===== config.mk =====
export PLATFORM = sky130hd
export DESIGN_NAME = aes_round_ctrl_flat
export DESIGN_NICKNAME = d
export VERILOG_FILES = /design/src/rtl/aes_pkg.sv /design/src/rtl/aes_round_ctrl_if.sv /design/src/rtl/aes_rcon_gen.sv /design/src/rtl/aes_round_ctrl.sv /design/src/flat_wrapper.sv
export SDC_FILE = /design/constraint.sdc
export NUM_CORES = 1
export LEC_CHECK = 0
export ABC_AREA = 1
export BUFFER_PORTS_ARGS = -buffer_cell sky130_fd_sc_hd__buf_2
export CAP_MARGIN = 30
export CORE_MARGIN = 8
export CORE_UTILIZATION = 57
export DETAILED_ROUTE_END_ITERATION = 16
export GPL_ROUTABILITY_DRIVEN = 0
export PLACE_DENSITY = 0.83
export REMOVE_ABC_BUFFERS = 1
export SETUP_SLACK_MARGIN = 0.05
export SLEW_MARGIN = 10
export SYNTH_ARGS = -nofsm -noshare
export SYNTH_HDL_FRONTEND = slang
export SYNTH_SLANG_ARGS = --single-unit

===== constraint.sdc =====
create_clock -name clk -period 2.5 [get_ports clk]
set_input_delay 0.25 -clock clk [delete_from_list [all_inputs] [get_ports clk]]
set_output_delay 0.25 -clock clk [all_outputs]
set_load 0.05 [all_outputs]

===== src/rtl/aes_pkg.sv =====
// Shared types and constants for the AES-128 round controller.
package aes_pkg;

    localparam int unsigned NR = 10;
    localparam logic [7:0] RCON_INIT = 8'h01;

    typedef enum logic [1:0] {
        StIdle,
        StRound,
        StFinal,
        StDone
    } aes_state_e;

    // Multiply by x in GF(2^8) modulo the AES polynomial.
    function automatic logic [7:0] xtime(input logic [7:0] b);
        return {b[6:0], 1'b0} ^ (b[7] ? 8'h1b : 8'h00);
    endfunction

endpackage


===== src/rtl/aes_round_ctrl_if.sv =====
// Handshake and datapath-control bundle between requester/datapath and the round controller.
interface aes_round_ctrl_if;

    logic       start_i;
    logic       ready_o;
    logic       abort_i;
    logic       load_o;
    logic       state_en_o;
    logic       key_en_o;
    logic       sel_mix_o;
    logic [3:0] round_o;
    logic [7:0] rcon_o;
    logic       out_valid_o;
    logic       out_ready_i;

    modport master (
        output start_i,
        output abort_i,
        output out_ready_i,
        input  ready_o,
        input  load_o,
        input  state_en_o,
        input  key_en_o,
        input  sel_mix_o,
        input  round_o,
        input  rcon_o,
        input  out_valid_o
    );

    modport slave (
        input  start_i,
        input  abort_i,
        input  out_ready_i,
        output ready_o,
        output load_o,
        output state_en_o,
        output key_en_o,
        output sel_mix_o,
        output round_o,
        output rcon_o,
        output out_valid_o
    );

endinterface


===== src/rtl/aes_rcon_gen.sv =====
// Round-constant register: reloads to RCON_INIT or advances by one xtime step.
module aes_rcon_gen
    import aes_pkg::*;
(
    input  logic       clk,
    input  logic       reset,
    input  logic       load_i,
    input  logic       step_i,
    output logic [7:0] rcon_o
);

    logic [7:0] r_rcon;

    always_ff @(posedge clk or posedge reset) begin
        if (reset) begin
            r_rcon <= RCON_INIT;
        end else if (load_i) begin
            r_rcon <= RCON_INIT;
        end else if (step_i) begin
            r_rcon <= xtime(r_rcon);
        end
    end

    assign rcon_o = r_rcon;

endmodule


===== src/rtl/aes_round_ctrl.sv =====
// Iterative AES-128 round sequencer: one round per cycle, key schedule stepped in lockstep.
module aes_round_ctrl #(
    parameter int unsigned NR = 10
) (
    input  logic            clk,
    input  logic            reset,
    aes_round_ctrl_if.slave bus
);

    aes_pkg::aes_state_e r_state;
    logic [3:0]          r_round;
    logic                r_ready;
    logic                r_st_en;
    logic                r_key_en;
    logic                r_sel_mix;
    logic                r_out_valid;

    logic                w_accept;
    logic                w_rcon_load;
    logic [7:0]          w_rcon;

    // Only the IDLE-state enables are Mealy; abort and reset both mask them.
    assign w_accept    = r_ready & bus.start_i & ~bus.abort_i & ~reset;
    assign w_rcon_load = bus.abort_i | ((r_state == aes_pkg::StDone) & bus.out_ready_i);

    always_ff @(posedge clk or posedge reset) begin
        if (reset) begin
            r_state     <= aes_pkg::StIdle;
            r_round     <= 4'd0;
            r_ready     <= 1'b1;
            r_st_en     <= 1'b0;
            r_key_en    <= 1'b0;
            r_sel_mix   <= 1'b0;
            r_out_valid <= 1'b0;
        end else if (bus.abort_i) begin
            r_state     <= aes_pkg::StIdle;
            r_round     <= 4'd0;
            r_ready     <= 1'b1;
            r_st_en     <= 1'b0;
            r_key_en    <= 1'b0;
            r_sel_mix   <= 1'b0;
            r_out_valid <= 1'b0;
        end else begin
            unique case (r_state)
                aes_pkg::StIdle: begin
                    if (bus.start_i) begin
                        r_state   <= aes_pkg::StRound;
                        r_round   <= 4'd1;
                        r_ready   <= 1'b0;
                        r_st_en   <= 1'b1;
                        r_key_en  <= 1'b1;
                        r_sel_mix <= 1'b1;
                    end
                end
                aes_pkg::StRound: begin
                    r_round <= r_round + 4'd1;
                    if (r_round == 4'(NR - 1)) begin
                        r_state   <= aes_pkg::StFinal;
                        r_key_en  <= 1'b0;
                        r_sel_mix <= 1'b0;
                    end
                end
                aes_pkg::StFinal: begin
                    r_state     <= aes_pkg::StDone;
                    r_st_en     <= 1'b0;
                    r_out_valid <= 1'b1;
                end
                aes_pkg::StDone: begin
                    // Exit to IDLE only; a concurrent start is taken next cycle at the earliest.
                    if (bus.out_ready_i) begin
                        r_state     <= aes_pkg::StIdle;
                        r_round     <= 4'd0;
                        r_ready     <= 1'b1;
                        r_out_valid <= 1'b0;
                    end
                end
            endcase
        end
    end

    aes_rcon_gen u_rcon_gen (
        .clk    (clk),
        .reset  (reset),
        .load_i (w_rcon_load),
        .step_i (bus.key_en_o),
        .rcon_o (w_rcon)
    );

    assign bus.ready_o     = r_ready;
    assign bus.load_o      = w_accept;
    assign bus.state_en_o  = r_st_en | w_accept;
    assign bus.key_en_o    = r_key_en | w_accept;
    assign bus.sel_mix_o   = r_sel_mix;
    assign bus.round_o     = r_round;
    assign bus.rcon_o      = w_rcon;
    assign bus.out_valid_o = r_out_valid;

endmodule


===== src/flat_wrapper.sv =====
// flat-port wrapper written by rule: the top's interface ports become plain ports
module aes_round_ctrl_flat 
#(
    parameter int unsigned NR = 10
)
  (clk, reset, bus_start_i, bus_abort_i, bus_out_ready_i, bus_ready_o, bus_load_o, bus_state_en_o, bus_key_en_o, bus_sel_mix_o, bus_round_o, bus_rcon_o, bus_out_valid_o);
  aes_round_ctrl_if bus_i ();
  input  logic clk;
  input  logic reset;
  input wire logic [$bits(bus_i.start_i)-1:0] bus_start_i;
  input wire logic [$bits(bus_i.abort_i)-1:0] bus_abort_i;
  input wire logic [$bits(bus_i.out_ready_i)-1:0] bus_out_ready_i;
  output wire logic [$bits(bus_i.ready_o)-1:0] bus_ready_o;
  output wire logic [$bits(bus_i.load_o)-1:0] bus_load_o;
  output wire logic [$bits(bus_i.state_en_o)-1:0] bus_state_en_o;
  output wire logic [$bits(bus_i.key_en_o)-1:0] bus_key_en_o;
  output wire logic [$bits(bus_i.sel_mix_o)-1:0] bus_sel_mix_o;
  output wire logic [$bits(bus_i.round_o)-1:0] bus_round_o;
  output wire logic [$bits(bus_i.rcon_o)-1:0] bus_rcon_o;
  output wire logic [$bits(bus_i.out_valid_o)-1:0] bus_out_valid_o;
  assign bus_i.start_i = bus_start_i;
  assign bus_i.abort_i = bus_abort_i;
  assign bus_i.out_ready_i = bus_out_ready_i;
  assign bus_ready_o = bus_i.ready_o;
  assign bus_load_o = bus_i.load_o;
  assign bus_state_en_o = bus_i.state_en_o;
  assign bus_key_en_o = bus_i.key_en_o;
  assign bus_sel_mix_o = bus_i.sel_mix_o;
  assign bus_round_o = bus_i.round_o;
  assign bus_rcon_o = bus_i.rcon_o;
  assign bus_out_valid_o = bus_i.out_valid_o;
  aes_round_ctrl #(.NR(NR)) u_core (.clk(clk), .reset(reset), .bus(bus_i));
endmodule

==> impl_metrics.prom <==
# TYPE chip_impl_metric gauge
chip_impl_metric{name="critical-path-max-stage-delay",unit="ps"} 580
chip_impl_metric{name="slew_violations",unit=""} 0
chip_impl_metric{name="worst_ep_arrival_time",unit="ps"} 1480
chip_impl_metric{name="layout-drive-gt1-share",unit=""} 0.2642
chip_impl_metric{name="report.power.total",unit="mW"} 1.489
chip_impl_metric{name="cp.buffers_inverters",unit=""} 1
chip_impl_metric{name="place.port_buffers",unit=""} 22
chip_impl_info{name="largest_family_of_logic_cells_by_synthesized_area",value="simple AND/OR/NAND/NOR gates"} 1
chip_impl_metric{name="syn2layout_area_growth",unit="%"} 15.66
chip_impl_metric{name="totalNegativeSetupSlack",unit="ps"} 0
chip_impl_metric{name="die_footprint",unit="um2"} 3597
chip_impl_info{name="min_path_type",value="input port to async pin"} 1
chip_impl_metric{name="static-leakage-power",unit="nW"} 0.7051
chip_impl_metric{name="grt_antenna_before_repair",unit=""} 0
chip_impl_info{name="rsz0062_at_grt",value="no"} 1
chip_impl_metric{name="design.core.area",unit="um2"} 1882
chip_impl_metric{name="io_pins",unit=""} 23
chip_impl_metric{name="syn-instance-count",unit=""} 134
chip_impl_metric{name="numClockSinks",unit=""} 18
chip_impl_metric{name="drt.antenna.violating_nets",unit=""} 0
chip_impl_metric{name="routed_wl",unit="um"} 2278
chip_impl_metric{name="total_vias_in_the_final_route",unit=""} 920
chip_impl_metric{name="insertion_delay",unit="ps"} 290
chip_impl_metric{name="cts_buffer_depth",unit=""} 2
chip_impl_metric{name="global_route_total_overflow",unit=""} 0
chip_impl_info{name="timing.critical_path.to_type",value="output port"} 1
chip_impl_metric{name="first_pass_grt_wire_length",unit="um"} 3939
chip_impl_metric{name="report.final.hold_viol_count",unit=""} 0
chip_impl_metric{name="finalHoldWorstSlack",unit="ps"} 67.36
chip_impl_metric{name="num_antenna_cells",unit=""} 0
chip_impl_metric{name="drcViolationCount",unit=""} 0
chip_impl_metric{name="synth-seq-cells",unit=""} 18
chip_impl_info{name="timing.rr.start",value="u_core.r_state[0]"} 1
chip_impl_metric{name="max_cap_viol_count",unit=""} 0
chip_impl_metric{name="report.final.setup_viol",unit=""} 0
chip_impl_metric{name="power-per-cell-area",unit="nW/um2"} 1168
chip_impl_metric{name="grt_max_degree",unit=""} 19
chip_impl_metric{name="number_of_global_route_vias_before_repair",unit=""} 918
chip_impl_metric{name="synthXorXnorAreaFrac",unit=""} 0.02384
chip_impl_metric{name="synth.yosys.warnings",unit=""} 0
chip_impl_metric{name="layout.nets",unit=""} 173
chip_impl_metric{name="cts_post_setup_buffers_inserted",unit=""} 0
chip_impl_metric{name="muxShareOfSynthArea",unit=""} 0
chip_impl_metric{name="synth_adder_area_share",unit=""} 0.09081
chip_impl_metric{name="seq_area_frac_synth",unit=""} 0.4109
chip_impl_info{name="synthTopCellsByArea",value="dfrtp_1 (36%), nand2_1 (9.2%), ha_1 (9.1%)"} 1
chip_impl_metric{name="floorplan.initialDensity",unit=""} 0.5858
chip_impl_metric{name="yosysTopAreaCellShare",unit=""} 0.3632
chip_impl_info{name="cp_slowest_cell",value="dfstp_2"} 1
chip_impl_metric{name="placementRows",unit=""} 16
chip_impl_metric{name="clk_transition_reported_paths",unit="ps"} 100
chip_impl_metric{name="finalCriticalPeriod",unit="ps"} 1732
chip_impl_info{name="synth_area_leader_cell",value="dfrtp_1"} 1
chip_impl_info{name="final_common_cell",value="nand2_1"} 1
chip_impl_metric{name="synth.distinct_cells",unit=""} 24
chip_impl_info{name="clock_tree_from_tritoncts",value="built"} 1
chip_impl_metric{name="numCtsBuffers",unit=""} 3
chip_impl_info{name="clockRootBuffer",value="clkbuf_4"} 1
chip_impl_metric{name="die_x",unit="um"} 59.98
chip_impl_metric{name="final_min_period_over_clock_period",unit=""} 0.6927
chip_impl_metric{name="cp.required",unit="ps"} 2250
chip_impl_info{name="timing_worst_setup_path_type",value="flip-flop to output port"} 1
chip_impl_info{name="crit_chain",value="nand4_4 > nand2_2 > buf_2"} 1
chip_impl_metric{name="dp.final_hpwl",unit="um"} 1796
chip_impl_metric{name="cts-hold-fix-buffers",unit=""} 0
chip_impl_info{name="worst_flop_to_flop_path_endpoint",value="u_core.bus.round_o[3]"} 1
chip_impl_info{name="run_status",value="complete, no violations"} 1
chip_impl_metric{name="synth-simple-area-share",unit=""} 0.2679
chip_impl_metric{name="cts_max_level",unit=""} 1
chip_impl_metric{name="synth.cell_area",unit="um2"} 1102
chip_impl_metric{name="worst-r2r-setup-slack",unit="ps"} 960
chip_impl_info{name="critical_path.startpoint_type",value="flip-flop"} 1
chip_impl_metric{name="slew_headroom",unit=""} 0.8108
chip_impl_metric{name="worstPathMaxFanout",unit=""} 11
chip_impl_metric{name="synth-compound-area-share",unit=""} 0.1124
chip_impl_metric{name="drt_pre_antenna_iters",unit=""} 4
chip_impl_metric{name="worstMarginPinSlew",unit="ps"} 281.4
chip_impl_metric{name="fin_worst_skew",unit="ps"} 5.527
chip_impl_metric{name="detailed_route_vias_per_instance",unit=""} 4.946
chip_impl_metric{name="post_cts_resized",unit=""} 0
chip_impl_metric{name="die_h",unit="um"} 59.98
chip_impl_metric{name="average_size_of_a_mapped_cell",unit="um2"} 8.226
chip_impl_metric{name="detailedRoute.firstIterationViolations",unit=""} 41
chip_impl_metric{name="r2r_cells",unit=""} 8
chip_impl_metric{name="ir_worst_vdd",unit="mV"} 0.8410
chip_impl_metric{name="grt_usage",unit=""} 0.1430
chip_impl_info{name="family_with_the_most_delay_on_the_worst_path",value="flip-flops"} 1
chip_impl_info{name="layout.cells.most_common_list",value="nand2_1 (27), buf_2 (22), inv_1 (20)"} 1
chip_impl_metric{name="max_freq",unit="MHz"} 577.4
chip_impl_metric{name="wire_per_inst",unit="um"} 12.25
-- sequential cells by signal, indices dropped and copies added (netlist names) --
| signal | flops |
|---|---|
| u_core.bus.out_valid_o | 1 |
| u_core.bus.ready_o | 1 |
| u_core.bus.round_o | 4 |
| u_core.r_key_en | 1 |
| u_core.r_st_en | 1 |
| u_core.r_state | 2 |
| u_core.u_rcon_gen.rcon_o | 8 |
-- synthesized netlist by cell type, drive strengths merged --
library cell  count
o31ai             1
dfstp             2
nand2            31
inv              23
a21oi             4
xnor2             3
o21ai            17
buf               2
nand4             1
dfrtp            16
nor2             15
nand3            11
ha                8
-- per-layer routing --
| metal | global-route usage | vias to the layer above | wire [um] |
|---|---|---|---|
| met2 | 0.2677 | 22 | 1209 |
| met5 | 0 | - | 0 |
| li1 | - | 472 | - |
| met4 | 0.01701 | 0 | 0 |
| met3 | 0.05591 | 0 | 167 |
| met1 | 0.1489 | 426 | 900 |
-- worst min-delay path, cell delays in order --
cell and delay (ps):
buf_2 100, inv_1 120, buf_4 280
-- how the worst max path moves through the flow --
stage | from | end | slack (ps) | cells after the start
final | u_core.bus.ready_o | bus_key_en_o | 770 | 3
after global routing | u_core.bus.ready_o | bus_key_en_o | 710 | 3
after CTS | u_core.bus.ready_o | bus_key_en_o | 760 | 3
after detailed placement | u_core.r_state[0] | u_core.bus.round_o[3] | 980 | 9
after global placement | u_core.r_state[0] | u_core.bus.round_o[2] | 1090 | 8
after floorplan | reset | u_core.u_rcon_gen.rcon_o[1] | 910 | 6
-- power breakdown --
part / total [mW] / internal, mW / leakage, nW / switching, mW
Combinational: 0.850 / 0.221 / 0.452 / 0.630
Clock: 0.178 / 0.0887 / 0.0210 / 0.0895
Sequential: 0.461 / 0.387 / 0.232 / 0.0732
-- final cells by class --
class	count	area [um2]
fill	172	606.8
multi-input combinational	91	545.5
sequential	18	452.9
timing repair buffer	23	117.6
inverter	23	88.84
clock buffer	4	36.28
tap	27	33.78
-- kinds of logic after synthesis --
family	Yosys count
AO/OA/AOI/OAI	22
buffers and inverters	25
flip-flops	18
AND/OR/NAND/NOR	58
XOR/XNOR	3
adder cells (fa/ha/maj)	8
-- stage by stage --
stage / setup slack (ps) / area [um2] / util / cells
after CTS: 761.2 / 1275 / 0.6775 / 186
after detailed placement: 977.6 / 1239 / 0.6582 / 182
after global placement: 1088 / 1239 / 0.6582 / 182
after floorplan: 906.7 / 1087 / - / 132
after global routing: 714.3 / 1275 / 0.6775 / 186
final: 768.2 / 1275 / 0.6775 / 186
Power figures use the tool's default switching activity.
